[config.mk]
export PLATFORM = sky130hd
export DESIGN_NAME = rc_access_arbiter
export DESIGN_NICKNAME = d
export VERILOG_FILES = /design/src/rtl/rc_arb_pkg.sv /design/src/rtl/counter.sv /design/src/rtl/rr_pick.sv /design/src/rtl/rc_access_arbiter.sv
export SDC_FILE = /design/constraint.sdc
export NUM_CORES = 1
export LEC_CHECK = 0
export CAP_MARGIN = 10
export CORE_MARGIN = 1
export CORE_UTILIZATION = 35
export DETAILED_ROUTE_END_ITERATION = 12
export PLACE_DENSITY = 0.76
export SETUP_SLACK_MARGIN = 0.1
export SKIP_CTS_REPAIR_TIMING = 1
export SYNTH_ARGS = -nofsm -noshare
export SYNTH_HDL_FRONTEND = slang
export SYNTH_SLANG_ARGS = --single-unit
[constraint.sdc]
create_clock -name clk -period 3.13 [get_ports clk]
set_input_delay 0.313 -clock clk [delete_from_list [all_inputs] [get_ports clk]]
set_output_delay 0.313 -clock clk [all_outputs]
set_load 0.01 [all_outputs]
[src/rtl/rc_arb_pkg.sv]
// Shared types for the ring-controller access arbiter: FSM state and
// transaction completion status.
package rc_arb_pkg;

  localparam int unsigned RC_ADDR_W = 32;
  localparam int unsigned RC_DATA_W = 32;

  typedef enum logic [1:0] {
    IDLE,
    ISSUE,
    WAIT_RESP,
    DONE
  } arb_state_t;

  typedef enum logic {
    ST_OK,
    ST_TIMEOUT
  } arb_status_t;

endpackage

[src/rtl/counter.sv]
// Loadable up-counter with enable; load has priority over enable and the
// count wraps at 2**WIDTH.
module counter #(
  parameter int unsigned WIDTH = 8
) (
  input  logic             clk,
  input  logic             rstn,
  input  logic             load_i,
  input  logic [WIDTH-1:0] load_value_i,
  input  logic             enable_i,
  output logic [WIDTH-1:0] count_o
);

  logic [WIDTH-1:0] count_q;

  // NOTE: sequential state uses non-blocking assignments so every flop
  // samples pre-edge values regardless of block evaluation order.
  always_ff @(posedge clk or negedge rstn) begin
    if (!rstn) begin
      count_q <= '0;
    end else if (load_i) begin
      count_q <= load_value_i;
    end else if (enable_i) begin
      count_q <= count_q + WIDTH'(1);
    end
  end

  assign count_o = count_q;

endmodule

[src/rtl/rr_pick.sv]
// Combinational round-robin picker: first asserted request scanning upward
// from last_grant+1 with wrap-around.
module rr_pick #(
  parameter int unsigned N_REQ = 2,
  parameter int unsigned W_IDX = 1
) (
  input  logic [N_REQ-1:0] req_valid_i,
  input  logic [W_IDX-1:0] last_grant_i,
  output logic             any_o,
  output logic [W_IDX-1:0] winner_o
);

  logic [N_REQ-1:0] above_mask;
  logic [N_REQ-1:0] masked;
  logic [N_REQ-1:0] cand;

  // NOTE: every signal gets a default at the top of the always_comb so no
  // path leaves it unassigned and no latch is inferred.
  always_comb begin
    any_o      = |req_valid_i;
    winner_o   = '0;
    // Requests strictly above the last grant win; otherwise wrap to the bottom.
    above_mask = {N_REQ{1'b1}} << (int'(last_grant_i) + 1);
    masked     = req_valid_i & above_mask;
    cand       = (|masked) ? masked : req_valid_i;
    for (int i = N_REQ - 1; i >= 0; i--) begin
      if (cand[i]) begin
        winner_o = W_IDX'(i);
      end
    end
  end

endmodule

[src/rtl/rc_access_arbiter.sv]
// Round-robin arbiter sharing one ring-controller request port among N_REQ
// requesters, with one outstanding transaction and a response timeout.
module rc_access_arbiter
  import rc_arb_pkg::*;
#(
  parameter int unsigned N_REQ          = 2,
  parameter int unsigned TIMEOUT_CYCLES = 32
) (
  input  logic                           clk,
  input  logic                           rstn,
  input  logic [N_REQ-1:0]               req_valid,
  input  logic [N_REQ-1:0]               req_write,
  input  logic [N_REQ-1:0][RC_ADDR_W-1:0] req_address,
  input  logic [N_REQ-1:0][RC_DATA_W-1:0] req_data,
  output logic [N_REQ-1:0]               req_ack,
  output logic [N_REQ-1:0]               resp_valid,
  output logic [N_REQ-1:0]               resp_timeout,
  output logic [RC_DATA_W-1:0]           resp_data,
  output logic                           busy,
  output logic                           stray_resp,
  output logic                           rc_write_valid,
  output logic                           rc_read_valid,
  output logic [RC_ADDR_W-1:0]           rc_address,
  output logic [RC_DATA_W-1:0]           rc_data_out,
  input  logic [RC_DATA_W-1:0]           rc_data_in,
  input  logic                           rc_write_resp_valid,
  input  logic                           rc_read_resp_valid
);

  localparam int unsigned W_IDX = $clog2(N_REQ);
  localparam int unsigned W_CNT = $clog2(TIMEOUT_CYCLES);
  localparam logic [W_CNT-1:0] CNT_LAST = W_CNT'(TIMEOUT_CYCLES - 1);

  arb_state_t           state_q;
  arb_status_t          status_q;
  logic [W_IDX-1:0]     grant_q;
  logic [W_IDX-1:0]     last_grant_q;
  logic                 write_q;
  logic [RC_ADDR_W-1:0] rc_address_q;
  logic [RC_DATA_W-1:0] rc_data_q;
  logic [RC_DATA_W-1:0] resp_data_q;
  logic                 rc_write_valid_q;
  logic                 rc_read_valid_q;

  logic                 pick_any;
  logic [W_IDX-1:0]     pick_winner;
  logic [W_CNT-1:0]     wait_cnt;
  logic                 in_wait;
  logic                 resp_match;
  logic                 timeout_hit;
  logic [N_REQ-1:0]     grant_oh;

  rr_pick #(
    .N_REQ (N_REQ),
    .W_IDX (W_IDX)
  ) u_rr_pick (
    .req_valid_i  (req_valid),
    .last_grant_i (last_grant_q),
    .any_o        (pick_any),
    .winner_o     (pick_winner)
  );

  counter #(
    .WIDTH (W_CNT)
  ) u_timeout_cnt (
    .clk          (clk),
    .rstn         (rstn),
    .load_i       (state_q == ISSUE),
    .load_value_i ('0),
    .enable_i     (in_wait),
    .count_o      (wait_cnt)
  );

  assign in_wait     = (state_q == WAIT_RESP);
  assign resp_match  = write_q ? rc_write_resp_valid : rc_read_resp_valid;
  assign timeout_hit = (wait_cnt == CNT_LAST);
  assign grant_oh    = N_REQ'(1) << grant_q;

  always_ff @(posedge clk or negedge rstn) begin
    if (!rstn) begin
      state_q          <= IDLE;
      status_q         <= ST_OK;
      grant_q          <= '0;
      last_grant_q     <= W_IDX'(N_REQ - 1);
      write_q          <= 1'b0;
      rc_address_q     <= '0;
      rc_data_q        <= '0;
      resp_data_q      <= '0;
      rc_write_valid_q <= 1'b0;
      rc_read_valid_q  <= 1'b0;
    end else begin
      rc_write_valid_q <= 1'b0;
      rc_read_valid_q  <= 1'b0;
      unique case (state_q)
        IDLE: begin
          if (pick_any) begin
            grant_q          <= pick_winner;
            write_q          <= req_write[pick_winner];
            rc_address_q     <= req_address[pick_winner];
            rc_data_q        <= req_data[pick_winner];
            rc_write_valid_q <= req_write[pick_winner];
            rc_read_valid_q  <= ~req_write[pick_winner];
            state_q          <= ISSUE;
          end
        end
        ISSUE: begin
          state_q <= WAIT_RESP;
        end
        WAIT_RESP: begin
          // A matching response on the final cycle still counts as success.
          if (resp_match) begin
            status_q <= ST_OK;
            if (!write_q) begin
              resp_data_q <= rc_data_in;
            end
            state_q <= DONE;
          end else if (timeout_hit) begin
            status_q    <= ST_TIMEOUT;
            resp_data_q <= '0;
            state_q     <= DONE;
          end
        end
        DONE: begin
          last_grant_q <= grant_q;
          state_q      <= IDLE;
        end
        default: begin
          state_q <= IDLE;
        end
      endcase
    end
  end

  assign req_ack      = (state_q == IDLE && pick_any) ? (N_REQ'(1) << pick_winner) : '0;
  assign resp_valid   = (state_q == DONE && status_q == ST_OK) ? grant_oh : '0;
  assign resp_timeout = (state_q == DONE && status_q == ST_TIMEOUT) ? grant_oh : '0;
  assign busy         = (state_q != IDLE);

  // Any response not consumed as the matching completion is reported as stray.
  assign stray_resp = (rc_write_resp_valid && !(in_wait && write_q)) ||
                      (rc_read_resp_valid  && !(in_wait && !write_q));

  assign rc_write_valid = rc_write_valid_q;
  assign rc_read_valid  = rc_read_valid_q;
  assign rc_address     = rc_address_q;
  assign rc_data_out    = rc_data_q;
  assign resp_data      = resp_data_q;

endmodule

==> impl_metrics.csv <==
group,metric,value,unit
die,die_x,117,µm
global_routing,antenna_found_initial,0,
timing,maxSlewHeadroom,51.1,%
synth,synth_cell_type_count,35,
route,drt-pass1-iter-count,5,
synth,ys_async_sr_fraction,100,%
route,routed_wl,15100,µm
synth,yosysTopAreaCell,"dfrtp_1",
clock_tree,clkTransAtPathRegs,70,ps
place,place_ws,608,ps
critical_path,start_kind,"flop",
clock_tree,cts_tree,"done",
global_routing,grt_usage,22.2,%
synth,yosysSeqAreaShare,58.6,%
synth,yosys-top-cells-area,"dfrtp_1, a221o_1, and2_1",
critical_path,cpMaxStageDelayCell,"clkdlybuf4s50_1",
global_routing,grt_pass1_wl,23700,µm
route,wl_per_cell,19.0,µm
timing,clock.fmax,394,MHz
route,ant_nets,0,
die,core_area,12800,µm²
pwr,power_density,908,nW/µm²
layout,syn2layout_area_growth,66.8,%
route,vias,4192,
clock_tree,cts_sinks,109,
critical_path,timing.reg2reg.setup_slack,950,ps
critical_path,rr_startpoint,"u_timeout_cnt.count_o[0]$_DFFE_PN0P_",
layout,diodes,0,
clock_tree,cts_buffer_depth,2,
synth,syn_nets,532,
synth,synthCells,358,
critical_path,timing.rr.end,"resp_data[9]$_DFFE_PN0P_",
global_routing,grt_max_degree,110,
synth,yosys_warnings,0,
synth,synth_edf_count,0,
synth,ys_ff_latch,109,
timing,tightest_slew,733,ps
timing,rsz0062_at_grt,"false",
die,die_area,13800,µm²
clock_tree,cts_buffers,9,
pwr,leakage,3.33,nW
global_routing,overflow,0,
timing,setup_viol,0,
place,place.gp.congestion,0.879,
synth,synth_most_common_cell,"dfrtp_1",
pwr,peakVddDrop,0.000428,V
critical_path,crit_fanout,27,
critical_path,worstRegToRegCells,7,
die,rows,41,
synth,syn_area_per_cell,13.0,µm²
timing,fin_crit,2540,ps
synth,netlist_area,4660,µm²
route,drtIter0Drc,303,
timing,fin_skew,7.45,ps
synth,synth-main-ff-cell,"dfrtp_1",
die,io_pins,274,
layout,fillerInstances,1031,
critical_path,critPathArrivalTime,2220,ps
status,outcome,"complete, no violations",
critical_path,path_cells,"inv_1, ha_1, and2_4, clkdlybuf4s50_1",
min_path,hold_class,"in2async",
die,floorplan.initialDensity,36.3,%
route,drc,0,
run,maxCapViolCount,0,
synth,synth_commonest_cells,"dfrtp_1, a221o_1, and2_1, a22o_1, buf_2",
place,port_buffers,273,
timing,fin_crit_sh,81.1,%
critical_path,critPathBufInv,2,
critical_path,crit_family,"buffers and inverters",
critical_path,required,2820,ps
timing,fin_tns_setup,0,ps
die,die_h,117,µm
timing,finalHoldViolCount,0,
clock_tree,clock_latency,360,ps
timing,setup_ws,593,ps
synth,synth_top_area_share,58.0,%
layout,drive_gt1_share,4.82,%
place,dp_hpwl,10800,µm
timing,maxSlewViolCount,0,
global_routing,grt_pass1_vias,4188,
critical_path,slowest_delay,610,ps
critical_path,cp-end-kind,"output pin",
clock_tree,htreeDepth,3,
route,via_per_inst,5.27,
layout,nNetsFinal,793,
clock_tree,clock-root-buffer,"clkbuf_16",
critical_path,critPathKind,"reg2out",
final cells by class:
type | instances | area [µm²] | share of cell area (%)
clock buffers | 10 | 229 | 2.95
clock inverters | 5 | 37.5 | 0.483
inverters | 10 | 37.5 | 0.483
multi-input cells | 210 | 1720 | 22.2
flip-flops and latches | 109 | 2730 | 35.1
well taps | 172 | 215 | 2.77
repair buffers | 279 | 2800 | 36.0
worst max-delay path by stage:
stage,from,to,cells after the start
detailed placement,req_valid[1],req_ack[1],4
finish,state_q[0]$_DFFE_PN0P_,req_ack[1],4
global route,state_q[0]$_DFFE_PN0P_,req_ack[1],4
CTS,state_q[1]$_DFFE_PN0P_,req_ack[1],4
floorplan,u_timeout_cnt.count_o[0]$_DFFE_PN0P_,resp_data[0]$_DFFE_PN0P_,7
global placement,req_valid[1],req_ack[1],4
logic make-up after synthesis:
kind of cell	count (synthesis)	share of synthesized area, %
flops	109	58.6
fa+ha+maj	6	1.61
mux	7	1.56
buf+inv	39	4.97
simple gates	86	11.3
compound gates	111	22.0
layout by cell type, fill, tap and decap left out, drive strengths merged, types with 6 or more instances in the layout:
cell           netlist  routed
and2                65      65
ha                   6       6
a221o               64      64
clkdlybuf4s50        0     272
a22o                32      32
buf                 23       7
inv                 10      11
nor2                 6       6
clkbuf               6      10
dfrtp              108     108
registers in the layout, indices dropped and copies added, names as in the netlist:
signal                 cells
status_q                   1
rc_address                32
rc_read_valid              1
rc_write_valid             1
u_timeout_cnt.count_o      5
rc_data_out               32
last_grant_q               1
grant_q                    1
state_q                    2
resp_data                 32
write_q                    1
per-stage QoR:
step	utilization [%]	area (µm²)	cells	hold slack, ps	total power [mW]
final	60.6	7770	795	22.4	7.06
after CTS	60.6	7770	795	49.1	7.13
after global placement	58.5	7510	780	434	5.90
after floorplan	-	4660	358	17.4	4.19
after detailed placement	58.5	7510	780	440	6.01
after global routing	60.6	7770	795	73.2	7.48
layer usage:
metal | GRT usage (%) | part of all wire, % | vias up
met5 | 0 | 0 | -
met4 | 9.98 | 3.0 | 0
met3 | 6.47 | 6.9 | 35
met2 | 37.2 | 50 | 200
met1 | 26.2 | 40 | 2085
li1 | - | - | 1872
power by group:
part | internal [mW] | switching [mW] | total (mW)
logic | 2.10 | 1.44 | 3.54
registers | 2.08 | 0.373 | 2.45
clock network | 0.539 | 0.528 | 1.07
(Power assumes the default switching activity.)
==> edit: new RTL, same settings <==
`N_REQ` is set to 2 in 2 places; all go to 4.
--- a/src/rtl/rr_pick.sv
+++ b/src/rtl/rr_pick.sv
@@ -3,3 +3,3 @@
 module rr_pick #(
-  parameter int unsigned N_REQ = 2,
+  parameter int unsigned N_REQ = 4,
   parameter int unsigned W_IDX = 1
--- a/src/rtl/rc_access_arbiter.sv
+++ b/src/rtl/rc_access_arbiter.sv
@@ -5,3 +5,3 @@
 #(
-  parameter int unsigned N_REQ          = 2,
+  parameter int unsigned N_REQ          = 4,
   parameter int unsigned TIMEOUT_CYCLES = 32
Ports: changed (7 resized); port bits go from 274 to 412. The function was not compared with the original's and may differ.
==> edit against the unedited design <==
The flow now finishes with violations (negative hold slack). Hold slack worse by 28 ps. Setup slack lost 61 ps. Routed wire length rose by 53%. Sequential cell count rose by 2. Clock power grew 10%. Final area is 36% higher. Sequential share of layout area fell by 8.7 points. Via count is 43% higher. First-iteration DRC count fell by 32%. Total power rose by 21%. Synthesized area is 28% higher. Count of clock-buffer cells in the layout unchanged. Critical endpoint is now req_ack[2]. Largest power group unchanged. Highest routed layer unchanged.
==> edit: results (changes against the unedited design) <==
metric,value,unit,change
Final Non-Filler Cells,1152,,was 795
Critical Path Fanout Max,4,,was 27
CTS sink cnt,111,,was 109
Multi-input gate area,0.00291,mm2,was 0.00172 mm2
endpoints failing hold,2,,was 0
P_leak,4.54,nW,was 3.33 nW
sequential share of cell area,26.4,%,was 35.1%
dpl hpwl,17500,um,was 10800 um
asr flop ratio synth,100,%,unchanged
final setup fails,0,,unchanged
Min-Delay Path Class,in2async,,unchanged
#MultiIn Comb,372,,was 210
P_sw,0.00319,W,was 0.00234 W
VDD IR-drop max,0.000477,V,was 0.000428 V
slowest CP cell,clkdlybuf4s50_1,,unchanged
first-pass iteration count of the detailed router,4,,was 5
"Warnings, synthesis",0,,unchanged
Placed Cells,1136,,was 780
Routed Antenna Nets,0,,unchanged
# clk buffers,10,,unchanged
"Seq/Total Area, Yosys",46.6,%,was 58.6%
failing checks,negative hold slack,,
"top cells by count, synth","mux2i_1, dfrtp_1, nand2_1",,"was dfrtp_1, a221o_1, and2_1"
Non-Clock Inverter Count,9,,was 10
routed via count,6007,,was 4192
"Distinct cells, synth",37,,was 35
clk tree area frac,2.80,%,was 3.43%
Least-Margin Pin Slew,819,ps,was 733 ps
"CTS clk-pin slew, worst paths",80,ps,
DRT Wirelength,23000,um,was 15100 um
RePlAce Congestion,0.803,,was 0.879
Root Driver,clkbuf_16,,unchanged
status,"finished, violations left",,"was finished, final reports clean"
ANT cells,0,,unchanged
Post-synth EDFFs,0,,unchanged
Synth area leaders,"dfrtp_1, mux2i_1, o221ai_1",,"was dfrtp_1, a221o_1, and2_1"
Syn Area/Cell,11.1,um2,was 13.0 um2
P_comb,0.00479,W,was 0.00354 W
1st-iter DRT viols,207,,was 303
first-pass GRT wire length,35500,um,was 23700 um
vias in the first global route,6258,,was 4188
bufs w/o clock,424,,was 279
clock network power share,13.8,%,was 15.1%
Data buffer area share,40.3,%,was 36.0%
initial antenna violation count,0,,unchanged
I/O Buffers,411,,was 273
FILL cells,1394,,was 1031
count of pins over their slew limit,0,,unchanged
Hold WS,-5.28,ps,was 22.4 ps
H-Tree Depth,3,,unchanged
"Net Count, Synth",843,,was 532
Fin Clk Skew,10.2,ps,was 7.45 ps
Overall Global Routing Usage,26.2,%,was 22.2%
worst skew pair latency,350,ps,
crit path DAT,2280,ps,was 2220 ps
max incr delay on CP,550,ps,was 610 ps
fraction of layout cells with a size suffix above 1,4.08,%,was 4.82%
largest net degree at the start of global routing,69,,was 110
==> edit: logic make-up (layout without fill, tap and decap cells) <==
group | count (synthesis) | in the layout | share of synthesized area (%)
multiplexers | 134 | 134 | 22.5
AO/OA/AOI/OAI | 120 | 120 | 16.7
buffers and inverters | 54 | 449 | 4.86
flip-flops | 111 | 111 | 46.6
adder cells (fa/ha/maj) | 6 | 6 | 1.26
AND/OR/NAND/NOR | 112 | 112 | 8.07
==> edit: metrics by stage <==
step | cell area [um2] | power, W | worst slack [ps] | utilization, % | hold WS (ps)
2_1_floorplan | 5970 | 0.00511 | 1320 | - | 17.4
5_1_grt | 10500 | 0.00910 | 379 | 63.4 | 34.2
4_1_cts | 10500 | 0.00862 | 504 | 63.4 | 21.0
3_3_place_gp | 10200 | 0.00731 | 576 | 61.6 | 398
6_report | 10500 | 0.00854 | 532 | 63.4 | -5.28
3_5_place_dp | 10200 | 0.00740 | 522 | 61.6 | 405
==> edit: worst reg2reg max path, stage by stage (launching register included) <==
cell       delay [ps]
dfstp_2           540
inv_1              80
a2bb2oi_1         210
o221a_4           280
buf_12            230
buf_4             330
mux2_1            370
o211ai_1          100
==> edit: final timing paths <==
kind                              endpoint  cells past startpoint       startpoint  slack [ps]
max in group asynchronous  last_grant_q[1]                      2             rstn        2160
setup reg to reg                   write_q                      7  last_grant_q[1]         900
min in group clk            rc_address[30]                      2   rc_address[30]         490
hold reg to reg             rc_address[30]                      2   rc_address[30]         490
hold / removal             rc_data_out[17]                      1             rstn          -5
setup / recovery                req_ack[2]                      7       state_q[0]         530
==> edit: metal layers <==
layer / global-route usage (%) / part of all wire [%] / wire (um)
met4: 8.88 / 2.7 / 624
met1: 30.1 / 38 / 8760
met5: 0 / 0 / 0
met3: 7.36 / 8.5 / 1950
met2: 46.5 / 51 / 11700
